===== src/rtl/iomem_pkg.sv =====
// Shared definitions for the picosoc iomem page router: FSM encoding,
// address-split constants and the default error read pattern.
package iomem_pkg;

  typedef enum logic [1:0] {
    ST_IDLE   = 2'd0,
    ST_ACTIVE = 2'd1,
    ST_RESP   = 2'd2
  } state_t;

  localparam int SLOT_BITS = 4;
  localparam int SLOT_SPAN = 20;

  localparam logic [31:0] ERR_RDATA_DEFAULT = 32'hDEADBEEF;

endpackage


===== src/rtl/iomem_router.sv =====
// Claims one 16 MB iomem page, forwards each request to one of up to 16
// 1 MB peripheral slots and guarantees completion with a watchdog.
module iomem_router
  import iomem_pkg::*;
#(
  parameter int          NSLOTS    = 4,
  parameter logic [7:0]  PAGE      = 8'h03,
  parameter int          TIMEOUT   = 255,
  parameter logic [31:0] ERR_RDATA = ERR_RDATA_DEFAULT
) (
  input  logic                   clk,
  input  logic                   resetn,
  input  logic                   m_valid,
  output logic                   m_ready,
  input  logic [3:0]             m_wstrb,
  input  logic [31:0]            m_addr,
  input  logic [31:0]            m_wdata,
  output logic [31:0]            m_rdata,
  output logic [NSLOTS-1:0]      s_valid,
  input  logic [NSLOTS-1:0]      s_ready,
  output logic [3:0]             s_wstrb,
  output logic [SLOT_SPAN-1:0]   s_addr,
  output logic [31:0]            s_wdata,
  input  logic [32*NSLOTS-1:0]   s_rdata,
  output logic [7:0]             timeout_count
);

  localparam int            TW    = (TIMEOUT > 1) ? $clog2(TIMEOUT) : 1;
  localparam logic [TW-1:0] TLAST = TW'(TIMEOUT - 1);

  state_t               r_state;
  logic [SLOT_BITS-1:0] r_slot;
  logic [TW-1:0]        r_timer;
  logic                 r_m_ready;
  logic [31:0]          r_m_rdata;
  logic [NSLOTS-1:0]    r_s_valid;
  logic [SLOT_SPAN-1:0] r_s_addr;
  logic [31:0]          r_s_wdata;
  logic [3:0]           r_s_wstrb;
  logic [7:0]           r_count;

  logic [SLOT_BITS-1:0] w_slot;
  logic                 w_hit;
  logic                 w_populated;
  logic [NSLOTS-1:0]    w_onehot;
  logic                 w_sel_ready;
  logic [31:0]          w_sel_rdata;
  logic [7:0]           w_count_inc;

  assign w_slot      = m_addr[SLOT_SPAN +: SLOT_BITS];
  assign w_hit       = m_valid && (m_addr[31:24] == PAGE);
  assign w_populated = int'(w_slot) < NSLOTS;
  assign w_count_inc = (r_count == 8'hFF) ? r_count : r_count + 8'd1;

  // Slot decode for the new request, and ready/data select for the latched slot.
  always_comb begin
    w_onehot    = '0;
    w_sel_ready = 1'b0;
    w_sel_rdata = '0;
    for (int i = 0; i < NSLOTS; i++) begin
      if (w_slot == SLOT_BITS'(i)) begin
        w_onehot[i] = 1'b1;
      end
      if (r_slot == SLOT_BITS'(i)) begin
        w_sel_ready = s_ready[i];
        w_sel_rdata = s_rdata[32*i +: 32];
      end
    end
  end

  always_ff @(posedge clk) begin
    if (!resetn) begin
      r_state   <= ST_IDLE;
      r_slot    <= '0;
      r_timer   <= '0;
      r_m_ready <= 1'b0;
      r_m_rdata <= '0;
      r_s_valid <= '0;
      r_s_addr  <= '0;
      r_s_wdata <= '0;
      r_s_wstrb <= '0;
      r_count   <= '0;
    end else begin
      r_m_ready <= 1'b0;
      case (r_state)
        ST_IDLE: begin
          if (w_hit) begin
            r_slot    <= w_slot;
            r_s_addr  <= m_addr[SLOT_SPAN-1:0];
            r_s_wdata <= m_wdata;
            r_s_wstrb <= m_wstrb;
            if (w_populated) begin
              r_s_valid <= w_onehot;
              r_timer   <= '0;
              r_state   <= ST_ACTIVE;
            end else begin
              r_m_rdata <= ERR_RDATA;
              r_count   <= w_count_inc;
              r_m_ready <= 1'b1;
              r_state   <= ST_RESP;
            end
          end
        end
        ST_ACTIVE: begin
          // A ready on the expiry cycle wins over the watchdog.
          if (w_sel_ready) begin
            r_m_rdata <= w_sel_rdata;
            r_s_valid <= '0;
            r_m_ready <= 1'b1;
            r_state   <= ST_RESP;
          end else if (r_timer == TLAST) begin
            r_m_rdata <= ERR_RDATA;
            r_s_valid <= '0;
            r_count   <= w_count_inc;
            r_m_ready <= 1'b1;
            r_state   <= ST_RESP;
          end else begin
            r_timer <= r_timer + TW'(1);
          end
        end
        ST_RESP: begin
          r_state <= ST_IDLE;
        end
        default: begin
          r_state <= ST_IDLE;
        end
      endcase
    end
  end

  assign m_ready       = r_m_ready;
  assign m_rdata       = r_m_rdata;
  assign s_valid       = r_s_valid;
  assign s_addr        = r_s_addr;
  assign s_wdata       = r_s_wdata;
  assign s_wstrb       = r_s_wstrb;
  assign timeout_count = r_count;

endmodule

===== config.mk =====
export PLATFORM = sky130hd
export DESIGN_NAME = iomem_router
export DESIGN_NICKNAME = d
export VERILOG_FILES = /design/src/rtl/iomem_pkg.sv /design/src/rtl/iomem_router.sv
export SDC_FILE = /design/constraint.sdc
export NUM_CORES = 1
export LEC_CHECK = 0
export ABC_AREA = 1
export ABC_CLOCK_PERIOD_IN_PS = 2500
export CORE_MARGIN = 2
export CORE_UTILIZATION = 40
export DETAILED_ROUTE_END_ITERATION = 7
export DONT_BUFFER_PORTS = 1
export GPL_ROUTABILITY_DRIVEN = 0
export MAX_ROUTING_LAYER = met4
export PLACE_DENSITY_LB_ADDON = 0.1
export SYNTH_ARGS = -nofsm -noshare
export SYNTH_HDL_FRONTEND = slang
export SYNTH_SLANG_ARGS = --single-unit

===== constraint.sdc =====
create_clock -name clk -period 2.5 [get_ports clk]
set_input_delay 0 -clock clk [delete_from_list [all_inputs] [get_ports clk]]
set_output_delay 0 -clock clk [all_outputs]
set_load 0.05 [all_outputs]

==> results.md, run 1 <==
- The signed area change from the synthesized netlist to the final layout is 36.8%.
- The number of distinct library cells after synthesis is 29.
- For this design the total switching power over the nets is 939 uW.
- The net count after synthesis is 1059.
- Of all nets on the critical path, the largest fanout is 8.
- The number of instances in the placed design is 1002.
- Across the routed clock network, the largest skew measured is 0.00935 ns.
- Static timing analysis puts the maximum clock frequency at 430 MHz.
- The end of the worst register-to-register path is s_valid[0]$_SDFFE_PN0P_.
- After routing the design area is 0.00770 sq mm.
- Dividing the detail-routed wire length by the instance count gives 14.6 um.
- The total leakage power is 0.00290 uW.
- The horizontal die dimension is 123 um.
- The prevailing post-synth register cell is dfxtp_1.
- Net switching is 20.1% of the power.
- The post-route clock period utilization is 93.0%.
- Post-CTS timing repair inserted 0 buffers for setup.
- The total clock sinks is 115.
- Cells with a size suffix above 1 make up 6.95% of the layout.
- The number of pins exceeding their max-slew limit in the final report is 0.
- The clock period could shrink to 2.32 ns.
- The first-pass GRT wire length is 25800 um.
- The routing usage on met2 is 37.1%.
- In the post-synthesis netlist, the biggest area contributors are dfxtp_1 (41%), nand2_1 (16%), inv_1 (6.5%).
- The maximum ir drop on the vdd rail is 443 uV.
- Detailed routing inserted a total of 5854 vias.
- The maximum number of pins on one net before global-route repair is 100.
- Global routing consumed, over all layers together, 22.5% of the routing resources.
- The number of DRC violations after detailed-routing iteration 0 is 287.
- Setup violations remaining at the end of the flow were counted as 0.
- The area of the mapped netlist is 0.00563 sq mm.
- The half-perimeter wire length of the detailed placement result is 11200 um.
- In this run the clock root is driven by a clkbuf_16.
- The floorplan has 43 rows.
- The initial antenna violation count is 0.
- Combinational logic is responsible for 5.7% of the overall power.
- Leaving out filler cells and counting taps, the final layout contains 1158.
- The most area-hungry cell type in the Yosys netlist is dfxtp_1.
- The region available for standard cell placement spans 0.0138 sq mm.
- The routing usage on met3 is 7.11%.
- The number of synthesized flops with an enable pin is 0.
- The Yosys warning count is 0.
- The worst setup path is launched from a flip-flop.
- The overall die height is 123 um.
- The synthesized area divided by synthesized cell count is 6.60 sq um.
- The power density over the cells is 606 mW/mm^2.
- The total negative setup slack is 0 ns.
- Counting flops with an async set or reset pin after synthesis yields a share of 0%.
- After the last flow step, the layout net total stands at 1172.
- Setup repair after global routing left no endpoint under its margin.
- The most used routing layer in global routing is met2.
- Data on the critical path is required at its endpoint by 2.81 ns.
- Input and output buffers added on the ports amount to 0.
- The share of power burned in registers is 39.7%.
- The repair_antennas step left the layout with diodes totalling 0.
- The flow ran to the end, and the final reports show no timing, DRC or antenna violations.
- The type of element capturing the critical path is a flip-flop.
- The count of unresolved DRC violations after routing is 0.
- The worst min-delay path startpoint is s_rdata[49].
- The TritonCTS clock tree is built.
- The share of the Yosys chip area taken by registers is 40.9%.
- The H-tree depth is 4.
- The floorplan step defined a die boundary enclosing 0.0150 sq mm.
- The leftover overflow at the end of global routing is 0.
- The antenna violation net count after detailed routing is 0.
- The cell-internal power is 3730 uW.
- For hold timing, the worst endpoint is m_rdata[17]$_SDFFE_PN0P_.
- In this run the critical register-to-register path is launched from r_state[1]$_SDFFE_PN0P_.
- Synthesis handed over a netlist of 853 instances.
- The count of state elements after synthesis is 115.
- The type of the worst setup path is flip-flop to flip-flop.
- At the pin with the least slew margin, the transition time is 0.604 ns.
- The later pin in the worst-skew pair is clocked with a latency of 0.41 ns.
- 304 I/O pins were placed.
- For this run, the detailed router's first-pass iteration total came to 6.
- In this run the tightest slew margin relative to its limit is 59.7%.
- The via count of the first global-routing pass came to 5404.
- The final layout contains routed wiring with a total length of 16900 um.
- The mean number of vias per cell is 5.06.
- Across the run, the number of max-cap violations was 0.
- For flop-to-flop paths, the worst setup slack is 0.18 ns.
- Along the worst hold path, the cell count comes to 6.
- In the global route stage, met1 resource usage came out at 25.9%.
- The final hold violation count is 0.
- For this configuration, the core starts out at a cell density of 40.7%.
- The worst hold-check path type is primary input to flip-flop.
- The synthesized design devotes to its leading area cell type 40.9% of total area.
- Once placement finished, the instance area stood at 0.00580 sq mm.
- The clock passes through at most 2 buffers.
- The worst register-to-register path has a depth of 8.
- In this run, CTS created clock tree buffers numbering 17.
- The part of the power in the clock network is 54.6%.
- The register clock-pin slew on the reported worst setup and hold paths is 0.05 ns.
- Data arrives at the worst endpoint at 2.63 ns.
layer usage:
metal	share of wire, %	vias up
met2	50	200
met3	7.1	22
met4	1.6	0
li1	-	2947
met1	41	2685
met5	0	-
flip-flops by register name, summed over array words and instances, names as in the netlist:
register / flops
m_rdata: 32
m_ready: 1
r_slot: 4
r_state: 2
r_timer: 8
s_addr: 20
s_valid: 4
s_wdata: 32
s_wstrb: 4
timeout_count: 8
placed cells by master, fill, tap and decap left out, drive strengths merged, types with 3 or more instances in the layout:
master	netlist	routed
nand2	243	243
dlygate4sd3	0	124
dfxtp	115	115
inv	98	97
nor2	96	96
a21oi	72	72
o21ai	64	64
nand3	44	44
nand4	35	35
and3	24	24
clkbuf	25	22
buf	22	17
clkinvlp	0	4
xor2	4	4
bufinv	0	4
ha	3	3
or2	3	3
clkinv	1	3
synth_stat cells (2+ instances only):
cell type,count
clkbuf_1,25
nand3_2,3
nand3_4,2
inv_1,98
or2_2,2
nor2_2,4
ha_1,3
and3_1,24
buf_2,17
o21ai_0,63
xor2_1,4
nand3_1,39
dfxtp_1,115
buf_1,3
nand4_1,35
a21oi_1,72
nor2_4,4
nor2_1,88
nand2_1,242
per-stage QoR:
stage	hold WS (ns)	setup WS (ns)	power (uW)	utilization (%)
6_report	0.00677	0.176	4670	55.7
5_1_grt	0.0388	0.00361	4850	55.7
4_1_cts	0.00369	0.110	4710	55.6
3_5_place_dp	0.139	0.581	2000	41.9
3_3_place_gp	0.136	0.612	2000	41.9
2_1_floorplan	0.193	0.801	2000	-
worst max-delay path by stage:
stage | start | to | slack, ns | cells past startpoint
floorplan | timeout_count[0]$_SDFFE_PN0P_ | timeout_count[2]$_SDFFE_PN0P_ | 0.80 | 9
global placement | r_slot[3]$_SDFFE_PN0P_ | m_rdata[14]$_SDFFE_PN0P_ | 0.61 | 10
detailed placement | r_slot[1]$_SDFFE_PN0P_ | m_rdata[17]$_SDFFE_PN0P_ | 0.58 | 9
CTS | m_addr[31] | s_valid[3]$_SDFFE_PN0P_ | 0.11 | 9
global route | r_slot[0]$_SDFFE_PN0P_ | m_rdata[23]$_SDFFE_PN0P_ | 0.004 | 11
finish | r_state[1]$_SDFFE_PN0P_ | s_valid[0]$_SDFFE_PN0P_ | 0.18 | 8
worst max-delay path, cell delays in order, from the launching register on:
cell and delay [ns]:
dfxtp_1 0.36, nor2_4 0.25, inv_1 0.21, nand4_1 0.11
dlygate4sd3_1 0.56, nand4_1 0.09, nand2_1 0.07, dlygate4sd3_1 0.55
nor2_1 0.04
power by group through the flow:
stage / Combinational [uW] / Clock [uW] / Sequential [uW]
2_1_floorplan: 105 / 0 / 1890
3_5_place_dp: 109 / 0 / 1890
4_1_cts: 263 / 2600 / 1850
6_report: 267 / 2550 / 1850
3_3_place_gp: 106 / 0 / 1890
5_1_grt: 294 / 2710 / 1850
logic make-up (layout without fill, tap and decap cells):
family                     count (synthesis)  count (layout)  share of synthesized area [%]
and+or+nand+nor                          447             447                           35.2
buffers and inverters                    146             271                           10.3
AOI/OAI and AO/OA                        137             137                           12.2
adders and majority gates                  3               3                          0.666
DFF                                      115             115                           40.9
xor gates and xnor gates                   5               5                          0.777
area by class of cell:
type | count | area, sq um
Sequential cell | 115 | 2300
Timing Repair Buffer | 141 | 1400
Fill cell | 1274 | 6120
Tap cell | 180 | 225
Clock buffer | 22 | 474
Multi-Input combinational cell | 592 | 2770
Inverter | 99 | 375
Clock inverter | 9 | 153
timing repair:
action / 4_1_cts / 5_1_grt
setup endpoints to repair: 0 / 15
endpoints found under the hold margin: 107 / 0
resized for setup: 0 / 3
hold buffers: 125 / 0
Note: power is estimated with default switching activity, not from simulation.
==> inputs of run 2 (changes only) <==
- CORE_UTILIZATION: 40 -> 33
==> run 2 against run 1 <==
Compared with the run above:
- die area is 20% higher
- utilization shrank 9.2 points
- final cell count rose by 3.9%
- power decreased by 2.0%
- wire length grew 7.1%
- non-clock buffer count grew 2
- clock-buffer cell count fell by 3
- worst setup slack improved by 0.055 ns
- critical path depth up 3
- sequential power about the same
- register-to-register slack better by 0.05 ns
- clock skew increased by 0.0085 ns
- critical endpoint is now m_rdata[4]$_SDFFE_PN0P_
- largest cell class unchanged
- largest power group unchanged
==> results.md, run 2 (synthesized netlist as in run 1, its figures left out) <==
- The routing usage on met3 is 8.52% (was 7.11%).
- The detailed-router iteration count before antenna repair was 5 (was 6).
- The combined global-route utilization of all metal layers is 20.3% (was 22.5%).
- The relative max-transition margin is 58.8% (was 59.7%).
- The peak fanout along the critical path was 18 (was 8).
- The antenna violation net count after detailed routing is 0 (unchanged).
- Result of the run: finished, final reports clean (unchanged).
- The number of DRC violations after detailed-routing iteration 0 is 362 (was 287).
- The arrival time at the worst endpoint came to 2.57 ns (was 2.63 ns).
- The maximum ir drop on the vdd rail was 485 uV (was 443 uV).
- The I/O pin total is 304 (unchanged).
- The number of instances in the placed design came to 1046 (was 1002).
- The most common cell after layout, fill and taps aside is nand2_1 (unchanged).
- The leftover overflow at the end of global routing is 0 (unchanged).
- The count of unresolved DRC violations after routing is 0 (unchanged).
- The total of buffers placed on input and output ports is 0 (unchanged).
- The launching point of the worst reg2reg path is r_slot[3]$_SDFFE_PN0P_ (was r_state[1]$_SDFFE_PN0P_).
- The standard-cell row count came to 47 (was 43).
- The total negative setup slack is 0 ns (unchanged).
- The most used routing layer in global routing is met2 (unchanged).
- The initial antenna violation count is 2 (was 0).
- The number of clock buffers inserted by TritonCTS is 17 (unchanged).
- The largest buffer count on any clock path came to 2 (unchanged).
- The final worst clock skew is 0.0179 ns (was 0.00935 ns).
- The clock tree root buffer cell is clkbuf_16 (unchanged).
- The fraction of final layout cells sized beyond drive strength 1 came to 7.44% (was 6.95%).
- RSZ-0062 raised after global routing: no (unchanged).
- The global routing met1 resource utilization is 21.6% (was 25.9%).
- The layout net count came to 1174 (was 1172).
- The clock insertion delay at the later pin of the skew report is 0.43 ns (was 0.41 ns).
- The required time of the worst setup path came to 2.80 ns (was 2.81 ns).
- The routing usage on met2 is 33.2% (was 37.1%).
- The count of vias placed by the detailed router was 5920 (was 5854).
- The first-pass GRT wire length was 28100 um (was 25800 um).
- Top library cells by usage in the layout, fill and taps aside: nand2_1 (242), dlygate4sd3_1 (122), dfxtp_1 (115) (was nand2_1 (241), dlygate4sd3_1 (124), dfxtp_1 (115)).
- The initial standard-cell utilization of the core was 33.8% (was 40.7%).
- The transition time at the pin with the least slew margin is 0.616 ns (was 0.604 ns).
- The H-tree depth is 4 (unchanged).
- The final period demand of the worst path is 2.27 ns (was 2.32 ns).
- The via count of the first global-routing pass is 5827 (was 5404).
- The non-filler instance count after layout is 1203 (was 1158).
- The mean number of vias per cell came to 4.92 (was 5.06).
- The half-perimeter wire length of the detailed placement result is 12400 um (was 11200 um).
- The register clock-pin slew on the reported worst setup and hold paths was 0.06 ns (was 0.05 ns).
- The post-route clock period utilization is 90.8% (was 93.0%).
- The final hold violation count is 0 (unchanged).
- The wire length after detailed routing was 18100 um (was 16900 um).
- The type of element capturing the critical path was a flip-flop (unchanged).
- The type of the worst setup path was flip-flop to flip-flop (unchanged).
- The max-cap check violation count is 0 (unchanged).
- The power density over the cells came to 591 mW/mm^2 (was 606 mW/mm^2).
- The signed area change from the synthesized netlist to the final layout is 37.4% (was 36.8%).
- The horizontal die dimension is 135 um (was 123 um).
- The number of pins exceeding their max-slew limit in the final report is 0 (unchanged).
- The maximum clock frequency is 441 MHz (was 430 MHz).
- The timing startpoint of the critical path is r_slot[3]$_SDFFE_PN0P_ (was r_state[1]$_SDFFE_PN0P_).
- The total leakage power came to 0.00291 uW (was 0.00290 uW).
- The total clock sinks is 115 (unchanged).
- The TritonCTS clock tree is built (unchanged).
- The per-cell routed wire length is 15.0 um (was 14.6 um).
- The final setup violation count is 0 (unchanged).
- The maximum number of pins on one net before global-route repair is 99 (was 100).
- The type of element launching the critical path is a flip-flop (unchanged).
- The floorplan die area was 0.0181 sq mm (was 0.0150 sq mm).
- The area of the placeable core was 0.0166 sq mm (was 0.0138 sq mm).
- The worst min-delay path startpoint is s_rdata[17] (was s_rdata[49]).
- The worst hold-check path type is primary input to flip-flop (unchanged).
- The total power draw is 4570 uW (was 4670 uW).
- The overall die height is 135 um (was 123 um).
[run 2: what timing repair did]
item	in CTS	in global routing
hold endpoints to repair	101	0
hold buffers	123	0
setup buffers	0	0
endpoints found under the setup margin	0	27
resized for setup	0	2
[run 2: worst paths after layout]
kind / slack (ns) / endpoint / cells past startpoint
setup / recovery: 0.23 / m_rdata[4]$_SDFFE_PN0P_ / 11
hold reg to reg: 0.48 / r_slot[3]$_SDFFE_PN0P_ / 2
hold / removal: 0.01 / m_rdata[17]$_SDFFE_PN0P_ / 6
setup reg to reg: 0.23 / m_rdata[4]$_SDFFE_PN0P_ / 11
[run 2: metal layers]
metal	part of all wire (%)	vias up	wire length, um
met1	40	2698	7180
met4	2.6	0	465
met5	0	-	0
met2	49	225	8810
li1	-	2957	-
met3	8.9	40	1620
[run 2: critical path, cell delays in order (launching register included)]
cell and delay (ns):
dfxtp_1 0.37, nor2_4 0.08, nand3_2 0.11, clkinvlp_4 0.35, buf_4 0.27, nand2_1 0.05
nand4_1 0.09, dlygate4sd3_1 0.57, nand2_1 0.08, nand2_1 0.05, nand2_1 0.08, nor2_1 0.03
[run 2: layout make-up]
class                   instances  area, sq um
fillers                      1645         8900
multi-input cells             592         2770
flip-flops and latches        115         2300
repair buffers                143         1420
clock buffers                  19          453
inverters                      99          375
well taps                     220          275
clock inverters                13          148
diodes                          2         5.00
[run 2: power breakdown]
group,total [uW],internal [uW],switching [uW]
Sequential,1850,1840,14.6
Combinational,269,152,116
Clock,2450,1530,921
[run 2: metrics by stage]
step / utilization, % / worst slack [ns] / cell area [sq um] / hold slack (ns)
floorplan: - / 0.801 / 5630 / 0.193
global placement: 35.3 / 0.554 / 5880 / 0.143
detailed placement: 35.3 / 0.525 / 5880 / 0.149
CTS: 46.4 / 0.0226 / 7730 / 0.00450
global route: 46.5 / 0.0439 / 7740 / 0.0427
finish: 46.5 / 0.230 / 7740 / 0.0107
